## src/rtl/mem_arbiter.sv

```systemverilog
// Two-requester arbiter (fetch read-only, load/store read/write) in front of a single-port memory.
// Optional build macro MEM_ARB_RR_EN: round-robin on simultaneous requests instead of data-over-fetch priority.
module mem_arbiter #(
    parameter int DATA_WIDTH = 16,
    parameter int ADDR_WIDTH = 16
) (
    input  logic                  clk,
    input  logic                  reset,
    input  logic                  if_req,
    input  logic [ADDR_WIDTH-1:0] if_addr,
    output logic                  if_ack,
    output logic [DATA_WIDTH-1:0] if_rdata,
    input  logic                  d_req,
    input  logic                  d_we,
    input  logic [ADDR_WIDTH-1:0] d_addr,
    input  logic [DATA_WIDTH-1:0] d_wdata,
    output logic                  d_ack,
    output logic [DATA_WIDTH-1:0] d_rdata,
    output logic [ADDR_WIDTH-1:0] mem_addr,
    output logic [DATA_WIDTH-1:0] mem_data,
    output logic                  mem_w,
    output logic                  mem_r,
    input  logic [DATA_WIDTH-1:0] mem_q,
    output logic                  busy
);

    typedef enum logic [1:0] {
        IDLE   = 2'd0,
        ACCESS = 2'd1,
        RESP   = 2'd2,
        ACK    = 2'd3
    } state_t;

    state_t                r_state;
    logic [ADDR_WIDTH-1:0] r_memAddr;
    logic [DATA_WIDTH-1:0] r_memData;
    logic                  r_memW;
    logic                  r_memR;
    logic                  r_grantData;
    logic                  r_ifAck;
    logic                  r_dAck;
    logic [DATA_WIDTH-1:0] r_ifRdata;
    logic [DATA_WIDTH-1:0] r_dRdata;
    logic                  r_busy;
    logic                  w_anyReq;
    logic                  w_grantData;

`ifdef MEM_ARB_RR_EN
    // 1 = the last grant went to the data port; on a tie the other requester wins.
    logic                  r_lastData;

    assign w_grantData = d_req && (!if_req || !r_lastData);
`else
    assign w_grantData = d_req;
`endif

    assign w_anyReq = d_req || if_req;

    always_ff @(posedge clk) begin
        if (reset) begin
            r_state     <= IDLE;
            r_memAddr   <= '0;
            r_memData   <= '0;
            r_memW      <= 1'b0;
            r_memR      <= 1'b0;
            r_grantData <= 1'b0;
            r_ifAck     <= 1'b0;
            r_dAck      <= 1'b0;
            r_ifRdata   <= '0;
            r_dRdata    <= '0;
            r_busy      <= 1'b0;
`ifdef MEM_ARB_RR_EN
            r_lastData  <= 1'b0;
`endif
        end else begin
            case (r_state)
                IDLE: begin
                    if (w_anyReq) begin
                        r_state     <= ACCESS;
                        r_busy      <= 1'b1;
                        r_grantData <= w_grantData;
                        r_memAddr   <= w_grantData ? d_addr : if_addr;
                        r_memData   <= w_grantData ? d_wdata : '0;
                        r_memW      <= w_grantData && d_we;
                        r_memR      <= !(w_grantData && d_we);
`ifdef MEM_ARB_RR_EN
                        r_lastData  <= w_grantData;
`endif
                    end
                end
                ACCESS: begin
                    if (r_memW) begin
                        // The write commits at this edge; the load result register is left alone.
                        r_state   <= ACK;
                        r_memAddr <= '0;
                        r_memData <= '0;
                        r_memW    <= 1'b0;
                        r_memR    <= 1'b0;
                        r_dAck    <= r_grantData;
                        r_ifAck   <= !r_grantData;
                    end else begin
                        r_state <= RESP;
                    end
                end
                RESP: begin
                    // mem_q settled at the falling edge inside this cycle.
                    if (r_grantData) begin
                        r_dRdata <= mem_q;
                    end else begin
                        r_ifRdata <= mem_q;
                    end
                    r_state   <= ACK;
                    r_memAddr <= '0;
                    r_memData <= '0;
                    r_memW    <= 1'b0;
                    r_memR    <= 1'b0;
                    r_dAck    <= r_grantData;
                    r_ifAck   <= !r_grantData;
                end
                ACK: begin
                    r_state <= IDLE;
                    r_busy  <= 1'b0;
                    r_dAck  <= 1'b0;
                    r_ifAck <= 1'b0;
                end
                default: begin
                    r_state <= IDLE;
                    r_busy  <= 1'b0;
                end
            endcase
        end
    end

    assign mem_addr = r_memAddr;
    assign mem_data = r_memData;
    assign mem_w    = r_memW;
    assign mem_r    = r_memR;
    assign if_ack   = r_ifAck;
    assign d_ack    = r_dAck;
    assign if_rdata = r_ifRdata;
    assign d_rdata  = r_dRdata;
    assign busy     = r_busy;

endmodule

```

## config.mk

```make
export PLATFORM = sky130hd
export DESIGN_NAME = mem_arbiter
export DESIGN_NICKNAME = d
export VERILOG_FILES = /design/src/rtl/mem_arbiter.sv
export SDC_FILE = /design/constraint.sdc
export NUM_CORES = 1
export LEC_CHECK = 0
export CAP_MARGIN = 5
export CORE_MARGIN = 1.5
export CORE_UTILIZATION = 42
export CTS_BUF_LIST = sky130_fd_sc_hd__clkbuf_4 sky130_fd_sc_hd__clkbuf_8 sky130_fd_sc_hd__clkbuf_16
export CTS_CLUSTER_SIZE = 28
export DETAILED_ROUTE_END_ITERATION = 8
export PLACE_DENSITY = 0.92
export SLEW_MARGIN = 20
export SYNTH_ARGS = -nofsm -noshare
export SYNTH_HDL_FRONTEND = slang
export SYNTH_SLANG_ARGS = --single-unit
```

## constraint.sdc

```tcl
create_clock -name clk -period 2.6 [get_ports clk]
set_clock_uncertainty 0.2 [all_clocks]
set_input_delay 0.26 -clock clk [delete_from_list [all_inputs] [get_ports clk]]
set_output_delay 0.26 -clock clk [all_outputs]
set_load 0.05 [all_outputs]
```

==> run_results.csv, run 1 <==
group,metric,value,unit
yosys,yosysWarnings,0,
clocking,clkSinkCount,72,
clocking,cts_hold_buf,0,
clocking,cts_tree,"done",
sta,rsz0062_at_grt,"false",
finish,fin_nets,553,
setup_path,reg2reg_from,"r_state[1]$_SDFFE_PP0P_",
global_route,gr-total-overflow,0,
die,start_util,43.3,%
yosys,yosysUniqueCellTypes,30,
pwr,power-per-cell-area,1020,nW/um^2
clocking,insertion_delay,0.34,ns
yosys,syn_avg_cell_area,9.06,sq um
global_route,grt_max_degree,51,
pwr,vdd_ir_drop_max,0.508,mV
setup_path,arrival,2.12,ns
finish,drive_gt1_share,9.32,%
finish,seqCellArea,1440,sq um
clocking,cts_setup_buffers,0,
run_status,outcome,"completed",
routing,drt-wirelength-per-cell,14.5,um
sta,relSlewSlack,58.5,%
clocking,root_buffer,"clkbuf_8",
finish,fillCellCount,560,
clocking,cts-resized-gates,0,
setup_path,timing.rr.end,"mem_data[13]$_SDFFE_PP0P_",
clocking,cts_max_path_buffers,2,
yosys,syn_area,3130,sq um
global_route,grt_usage,20.8,%
setup_path,critical-path-slowest-cell,"or3_2",
die,core_area,7210,sq um
sta,drv_slew,0,
worst_hold_path,hold_path_end,"r_state[1]$_SDFFE_PP0P_",
routing,finalWirelength,8.46,mm
yosys,synth_edf_count,0,
sta,fin_crit,2.10,ns
setup_path,critical_path_class,"flip-flop to flip-flop",
finish,multi_input_area,1520,sq um
setup_path,startpoint_type,"flip-flop",
run,drv_cap,0,
global_route,grt_pass1_wl,12.6,mm
setup_path,end_kind,"flip-flop",
die,die_x,89.3,um
die,num_io_pins,138,
worst_hold_path,hold_class,"input port to flip-flop",
finish,n_antenna_cell,0,
yosys,yosysMostFrequentCell,"nand2_1",
yosys,synth.top_cells.by_area,"dfxtp_1 (46%), nand2_1 (12%), mux2i_1 (11%)",
clocking,h-tree-depth,3,
routing,drc,0,
place,placed_cell_area,4530,sq um
routing,via_per_inst,4.95,
routing,drt_iter0_drc,77,
sta,maxClockFrequency,0.476,GHz
global_route,grt_pass1_vias,2792,
yosys,async_flop_share,0,%
setup_path,cp.buffers_inverters,2,
yosys,ys_ff_latch,72,
yosys,synth_top_area_share,46.1,%
setup_path,ff2ff_path_depth,6,
routing,vias,2881,
yosys,synth_ff_type,"dfxtp_1",
setup_path,ff2ff_setup_slack,0.50,ns
sta,finalCritPeriodShare,80.8,%
global_route,antenna_found_initial,0,
yosys,synth.largest_area_cell,"dfxtp_1",
yosys,synth_nets,420,
sta,setup_viol,0,
setup_path,worstPathCellList,"inv_1, ha_1, nor2b_1, or3_2, buf_4, mux2i_1",
place,dp_hpwl,6.17,mm
die,rows,31,
sta,worst_pin_slew,0.623,ns
finish,area_delta_synth_final,51.2,%
setup_path,slowest_delay,0.48,ns
sta,hold-worst-slack,0.137,ns
routing,first_pass_iters,4,
yosys,synth_commonest_cells,"nand2_1 (99), dfxtp_1 (72), a21oi_1 (35), mux2i_1 (34), nand2b_1 (34)",
sta,finalHoldViolCount,0,
die,dieArea,7970,sq um
clocking,numCtsBuffers,9,
finish,fin_area,4730,sq um
setup_path,crit_fanout,17,
sta,fin_setup_tns,0,ns
worst_hold_path,holdPathStages,2,
place,globalplace.congestion,0.748,
routing,drtAntennaViolNets,0,
setup_path,cp_top_family,"simple AND/OR/NAND/NOR gates",
pwr,p_leak,1.73,nW
place,port-buffer-count,137,
setup_path,required,2.61,ns
die,die_y,89.3,um
worst_hold_path,min_from,"reset",
clocking,clkTransAtPathRegs,0.07,ns
yosys,ys_seq_area_share,46.1,%
yosys,syn_inst,345,
## per-layer routing
metal  up-vias  global-route usage (%)  routed length [um]
met5         -                       0                   0
li1       1401                       -                   -
met2       123                    37.9                4160
met4         0                    9.51                 200
met3        18                    4.99                 612
met1      1339                    22.7                3490
## sequential cells by signal, indices dropped and copies added (netlist names)
signal / count
mem_w: 1
busy: 1
mem_data: 16
r_grantData: 1
r_state: 2
if_rdata: 16
mem_r: 1
d_ack: 1
d_rdata: 16
mem_addr: 16
if_ack: 1
## layout by cell type, fill, tap and decap left out, types with 2 or more instances in the layout
cell type	n
buf_4	8
ha_1	6
clkbuf_8	9
clkdlybuf4s50_1	136
nor2_1	3
clkinv_4	2
o21ai_0	4
nor2b_1	3
a21oi_1	35
inv_1	3
nand2b_1	34
dfxtp_1	72
mux2i_1	34
mux2_2	16
nand2_1	99
## where the power goes
group          internal (mW)  switching, mW
sequential              1.35          0.151
clock                  0.459          0.430
combinational          0.905           1.50
## cell type report
type | instances | share of cell area [%]
flip-flops and latches | 72 | 30.5
multi-input cells | 247 | 32.2
inverters | 3 | 0.238
clock buffers | 10 | 2.78
well taps | 99 | 2.62
repair buffers | 145 | 30.2
clock inverters | 6 | 1.46
## cell families after synthesis
group	share of synthesized area (%)
flops	46.1
buf+inv	5.20
fa+ha+maj	2.40
simple gates	21.6
mux	16.7
compound gates	8.01
## how the worst max path moves through the flow
stage,start,to,slack (ns),cells after the start
4_1_cts,r_state[1]$_SDFFE_PP0P_,mem_data[13]$_SDFFE_PP0P_,0.48,6
2_1_floorplan,r_state[0]$_SDFFE_PP0P_,mem_data[10]$_SDFFE_PP0P_,0.69,6
5_1_grt,r_state[1]$_SDFFE_PP0P_,mem_addr[9]$_SDFFE_PP0P_,0.36,6
3_5_place_dp,d_req,mem_addr[9]$_SDFFE_PP0P_,0.44,5
6_report,r_state[1]$_SDFFE_PP0P_,mem_data[13]$_SDFFE_PP0P_,0.50,6
3_3_place_gp,d_req,mem_data[8]$_SDFFE_PP0P_,0.47,5
## stage by stage
| stage | power, mW | util, % | setup WS [ns] | cells |
|---|---|---|---|---|
| after floorplan | 3.30 | - | 0.694 | 345 |
| after global placement | 3.87 | 62.7 | 0.472 | 566 |
| after detailed placement | 3.93 | 62.7 | 0.441 | 566 |
| after CTS | 4.83 | 65.5 | 0.480 | 582 |
| after global routing | 5.04 | 65.5 | 0.361 | 582 |
| final | 4.80 | 65.5 | 0.498 | 582 |
No activity file was read; power rests on OpenSTA's default activity.
==> run 2: changes to the inputs <==
==> constraint.sdc (replaced) <==
create_clock -name clk -period 2 [get_ports clk]
set_clock_uncertainty 0.2 [all_clocks]
set_input_delay 0.2 -clock clk [delete_from_list [all_inputs] [get_ports clk]]
set_output_delay 0.2 -clock clk [all_outputs]
set_load 0.05 [all_outputs]
==> run 2 against run 1 <==
Compared with the run above: utilization grew 2.2 points; design area grew 3.3%; count of clock-buffer cells in the layout grew 1; routed wire length shrank 0.82%; via count grew 1.1%; register-to-register slack lost 0.34 ns; sequential cell count is the same; sequential power grew 29%; critical path type is now flip-flop to output pin; largest cell class unchanged; highest routed layer unchanged.
==> run_results.csv, run 2 (synthesized netlist as in run 1, its figures left out) <==
group,metric,value,unit
die,rows,31,
sta,relSlewSlack,57.5,%
routing,drc,0,
global_route,grt_pass1_wl,12.8,mm
setup_path,cp_top_family,"buffers and inverters",
setup_path,end_kind,"output pin",
finish,area_delta_synth_final,56.2,%
worst_hold_path,hold_class,"input port to flip-flop",
setup_path,arrival,1.52,ns
pwr,combPwrFrac,49.7,%
pwr,p_leak,1.82,nW
pwr,power_frac_clock,21.2,%
die,dieArea,7970,sq um
pwr,power,6.68,mW
setup_path,slowest_delay,0.83,ns
place,dp_hpwl,6.24,mm
setup_path,startpoint_type,"flip-flop",
clocking,clkSinkCount,72,
setup_path,critical_path_class,"flip-flop to output pin",
setup_path,critical-path-slowest-cell,"clkdlybuf4s50_1",
setup_path,reg2reg_from,"r_state[1]$_SDFFE_PP0P_",
clocking,root_buffer,"clkbuf_8",
global_route,grt_max_degree,44,
finish,final_common_cell,"clkdlybuf4s50_1",
routing,via_per_inst,4.94,
pwr,power_frac_seq,29.1,%
setup_path,crit_fanout,2,
pwr,power.switching,2.71,mW
sta,maxClockFrequency,0.522,GHz
clocking,cts_max_path_buffers,2,
sta,drv_slew,0,
finish,layout_common_cells,"clkdlybuf4s50_1 (135), nand2_1 (99), dfxtp_1 (71)",
finish,fin_nets,561,
routing,drtAntennaViolNets,0,
sta,worst_pin_slew,0.634,ns
pwr,vdd_ir_drop_max,0.653,mV
finish,drive_gt1_share,11.2,%
global_route,gr-total-overflow,0,
routing,finalWirelength,8.39,mm
global_route,grt_pass1_vias,2843,
place,port-buffer-count,137,
sta,rsz0062_at_grt,"false",
die,core_area,7210,sq um
global_route,grt_usage,21.1,%
routing,drt-wirelength-per-cell,14.2,um
clocking,h-tree-depth,3,
routing,drt_iter0_drc,94,
global_route,antenna_found_initial,0,
clocking,clkTransAtPathRegs,0.08,ns
pwr,p_int,3.97,mW
sta,fin_crit,1.92,ns
sta,setup_viol,0,
die,start_util,43.3,%
run_status,outcome,"completed",
clocking,insertion_delay,0.34,ns
pwr,power-per-cell-area,1370,nW/um^2
sta,hold-worst-slack,0.130,ns
finish,utilization,67.7,%
place,globalplace.congestion,0.748,
setup_path,cp.buffers_inverters,1,
setup_path,crit_path_start,"mem_data[6]$_SDFFE_PP0P_",
finish,n_antenna_cell,0,
run,drv_cap,0,
setup_path,worstPathCellList,"clkdlybuf4s50_1",
worst_hold_path,min_from,"reset",
routing,vias,2913,
sta,finalCritPeriodShare,95.8,%
die,die_x,89.3,um
pwr,switching_share,40.5,%
clocking,cts_tree,"done",
sta,finalHoldViolCount,0,
setup_path,required,1.60,ns
sta,fin_ws,0.0831,ns
place,place_ws,-0.0928,ns
routing,first_pass_iters,4,
die,die_y,89.3,um
clocking,numCtsBuffers,9,
die,num_io_pins,138,
==> run 2: cell count changes in the layout (fill, tap and decap cells not counted), sizes merged <==
cell	change
clkinv	-1
clkinvlp	-1
clkdlybuf4s50	-1
dlymetal6s2s	+1
bufinv	+2
clkbuf	+1
inv	-1
buf	+8
==> run 2: final cells by class <==
type                    count  area, sq um
multi-input cells         247         1530
inverters                   3         11.3
clock buffers              11          145
well taps                  99          124
fillers                   530         2330
clock inverters             5          104
repair buffers            153         1530
flip-flops and latches     72         1440
==> run 2: routing by layer <==
layer / global-route usage (%) / vias to the layer above / wire length (um) / part of all wire [%]
met2: 36.8 / 131 / 4120 / 49
met5: 0 / - / 0 / 0
met1: 24.0 / 1348 / 3370 / 40
met3: 4.62 / 18 / 716 / 8.5
met4: 11.2 / 0 / 181 / 2.2
li1: - / 1416 / - / -
==> run 2: per-stage QoR <==
step	TNS, ns	instance area, sq um	cells
final	0	4880	590
after global routing	0	4880	590
after CTS	0	4880	590
after detailed placement	-0.599	4620	574
after global placement	0	4620	574
after floorplan	0	3130	345
==> run 2: final timing paths <==
check | cells after the start | end | slack [ns]
setup / recovery | 1 | mem_data[6] | 0.08
hold / removal | 2 | r_state[1]$_SDFFE_PP0P_ | 0.13
setup reg to reg | 6 | mem_addr[11]$_SDFFE_PP0P_ | 0.16
hold reg to reg | 2 | d_rdata[8]$_SDFFE_PP0P_ | 0.26
==> run 2: what timing repair did <==
item	CTS	global route
hold buffers	0	0
setup buffers	0	0
gates resized for setup	2	2
setup endpoints to repair	29	34
==> run 2: power groups by stage <==
stage | logic, mW | registers [mW] | clock network (mW)
after floorplan | 1.33 | 2.96 | 0
after global placement | 3.25 | 1.96 | 0
after detailed placement | 3.31 | 1.97 | 0
after CTS | 3.33 | 1.95 | 1.44
after global routing | 3.53 | 1.98 | 1.49
final | 3.32 | 1.94 | 1.41
==> run 3: changes to the inputs <==
--- a/config.mk
+++ b/config.mk
@@ -11,7 +11,7 @@
 export CTS_BUF_LIST = sky130_fd_sc_hd__clkbuf_4 sky130_fd_sc_hd__clkbuf_8 sky130_fd_sc_hd__clkbuf_16
 export CTS_CLUSTER_SIZE = 28
 export DETAILED_ROUTE_END_ITERATION = 8
-export PLACE_DENSITY = 0.92
+export PLACE_DENSITY = 0.8
 export SLEW_MARGIN = 20
 export SYNTH_ARGS = -nofsm -noshare
 export SYNTH_HDL_FRONTEND = slang
==> run 3 against run 2 <==
Compared with the run above: critical path depth unchanged; global-route usage down 0.18 points; setup slack worse by 0.00065 ns; clock power down 18%.
==> run_results.csv, run 3 (synthesized netlist as in run 1, its figures left out) <==
group,metric,value,unit
sta,worst_pin_slew,0.632,ns
sta,fin_crit,1.92,ns
finish,n_antenna_cell,0,
clocking,root_buffer,"clkbuf_8",
pwr,p_leak,1.80,nW
die,dieArea,7970,sq um
setup_path,cp.buffers_inverters,1,
routing,finalWirelength,8.01,mm
pwr,vdd_ir_drop_max,0.630,mV
routing,drtAntennaViolNets,0,
global_route,grt_max_degree,38,
die,start_util,43.3,%
die,die_y,89.3,um
global_route,grt_pass1_vias,2740,
clocking,cts_hold_buf,0,
finish,area_delta_synth_final,55.2,%
routing,first_pass_iters,5,
setup_path,worstPathCellList,"clkdlybuf4s50_1",
finish,drive_gt1_share,12.3,%
clocking,clkTransAtPathRegs,0.08,ns
run,drv_cap,0,
run_status,outcome,"completed",
routing,vias,2827,
sta,finalCritPeriodShare,95.9,%
place,dp_hpwl,5.78,mm
worst_hold_path,hold_class,"input port to flip-flop",
routing,wl_met2,3.71,mm
sta,relSlewSlack,57.7,%
finish,final_common_cell,"clkdlybuf4s50_1",
die,die_x,89.3,um
setup_path,startpoint_type,"flip-flop",
setup_path,required,1.60,ns
die,num_io_pins,138,
sta,finalHoldViolCount,0,
finish,fin_nets,564,
finish,fin_area,4850,sq um
clocking,clkSinkCount,72,
sta,drv_slew,0,
routing,drc,0,
sta,hold-worst-slack,0.197,ns
setup_path,critical_path_class,"flip-flop to output pin",
global_route,gr-total-overflow,0,
clocking,cts_max_path_buffers,2,
clocking,numCtsBuffers,9,
pwr,power-per-cell-area,1340,nW/um^2
sta,rsz0062_at_grt,"false",
setup_path,end_kind,"output pin",
clocking,cts_tree,"done",
global_route,grt_usage,20.9,%
place,globalplace.congestion,0.754,
sta,setup_viol,0,
setup_path,cp_top_family,"buffers and inverters",
setup_path,crit_fanout,2,
sta,fin_setup_tns,0,ns
pwr,power,6.50,mW
clocking,h-tree-depth,3,
routing,drt-wirelength-per-cell,13.5,um
finish,layout_common_cells,"clkdlybuf4s50_1 (135), nand2_1 (99), dfxtp_1 (70)",
setup_path,slowest_delay,0.84,ns
finish,fillCellCount,593,
routing,wl_met3,792,um
clocking,insertion_delay,0.34,ns
place,port-buffer-count,137,
sta,maxClockFrequency,0.522,GHz
die,core_area,7210,sq um
place,placed_cell_area,4600,sq um
die,rows,31,
routing,met1_length,3.37,mm
routing,drt_iter0_drc,91,
routing,via_per_inst,4.77,
setup_path,critical-path-slowest-cell,"clkdlybuf4s50_1",
global_route,antenna_found_initial,0,
routing,highest-signal-layer,"met4",
setup_path,arrival,1.52,ns
global_route,grt_pass1_wl,12.6,mm
run 3: stage by stage:
stage / setup WS, ns / utilization, % / instances
floorplan: 0.0941 / - / 345
global placement: -0.0244 / 63.8 / 575
detailed placement: -0.0472 / 63.8 / 575
CTS: 0.000946 / 67.1 / 592
global route: 0.0283 / 67.2 / 593
finish: 0.0825 / 67.2 / 593
run 3: area by class of cell:
class	count	area, sq um	share of cell area [%]
Clock buffer	11	145	2.99
Multi-Input combinational cell	247	1530	31.6
Inverter	3	11.3	0.232
Timing Repair Buffer	156	1540	31.7
Clock inverter	5	56.3	1.16
Sequential cell	72	1440	29.8
Tap cell	99	124	2.55
run 3: final timing paths:
check	slack [ns]	startpoint	endpoint	cells past startpoint
worst max-delay path	0.08	mem_addr[0]$_SDFFE_PP0P_	mem_addr[0]	1
worst min-delay path	0.20	d_wdata[7]	mem_data[7]$_SDFFE_PP0P_	3
worst max register to register	0.10	r_state[1]$_SDFFE_PP0P_	d_ack$_SDFFE_PP0P_	5
worst min register to register	0.25	d_rdata[2]$_SDFFE_PP0P_	d_rdata[2]$_SDFFE_PP0P_	2
run 3: power by group:
group,switching (mW),total [mW],internal [mW],leakage [nW]
Sequential,0.171,1.93,1.76,0.587
Combinational,2.01,3.41,1.40,1.11
Clock,0.538,1.16,0.622,0.103
Total,2.72,6.50,3.78,1.80
run 3: layer usage:
| layer | GRT usage [%] | vias up |
|---|---|---|
| met4 | 9.23 | 0 |
| met1 | 24.7 | 1256 |
| li1 | - | 1428 |
| met2 | 34.9 | 134 |
| met5 | 0 | - |
| met3 | 6.46 | 9 |
run 3: timing repair:
item | in CTS | in global routing
pin swaps | 0 | 1
gates resized for setup | 2 | 4
endpoints found under the setup margin | 30 | 14
cloned | 1 | 0
buffers inserted | 0 | 1
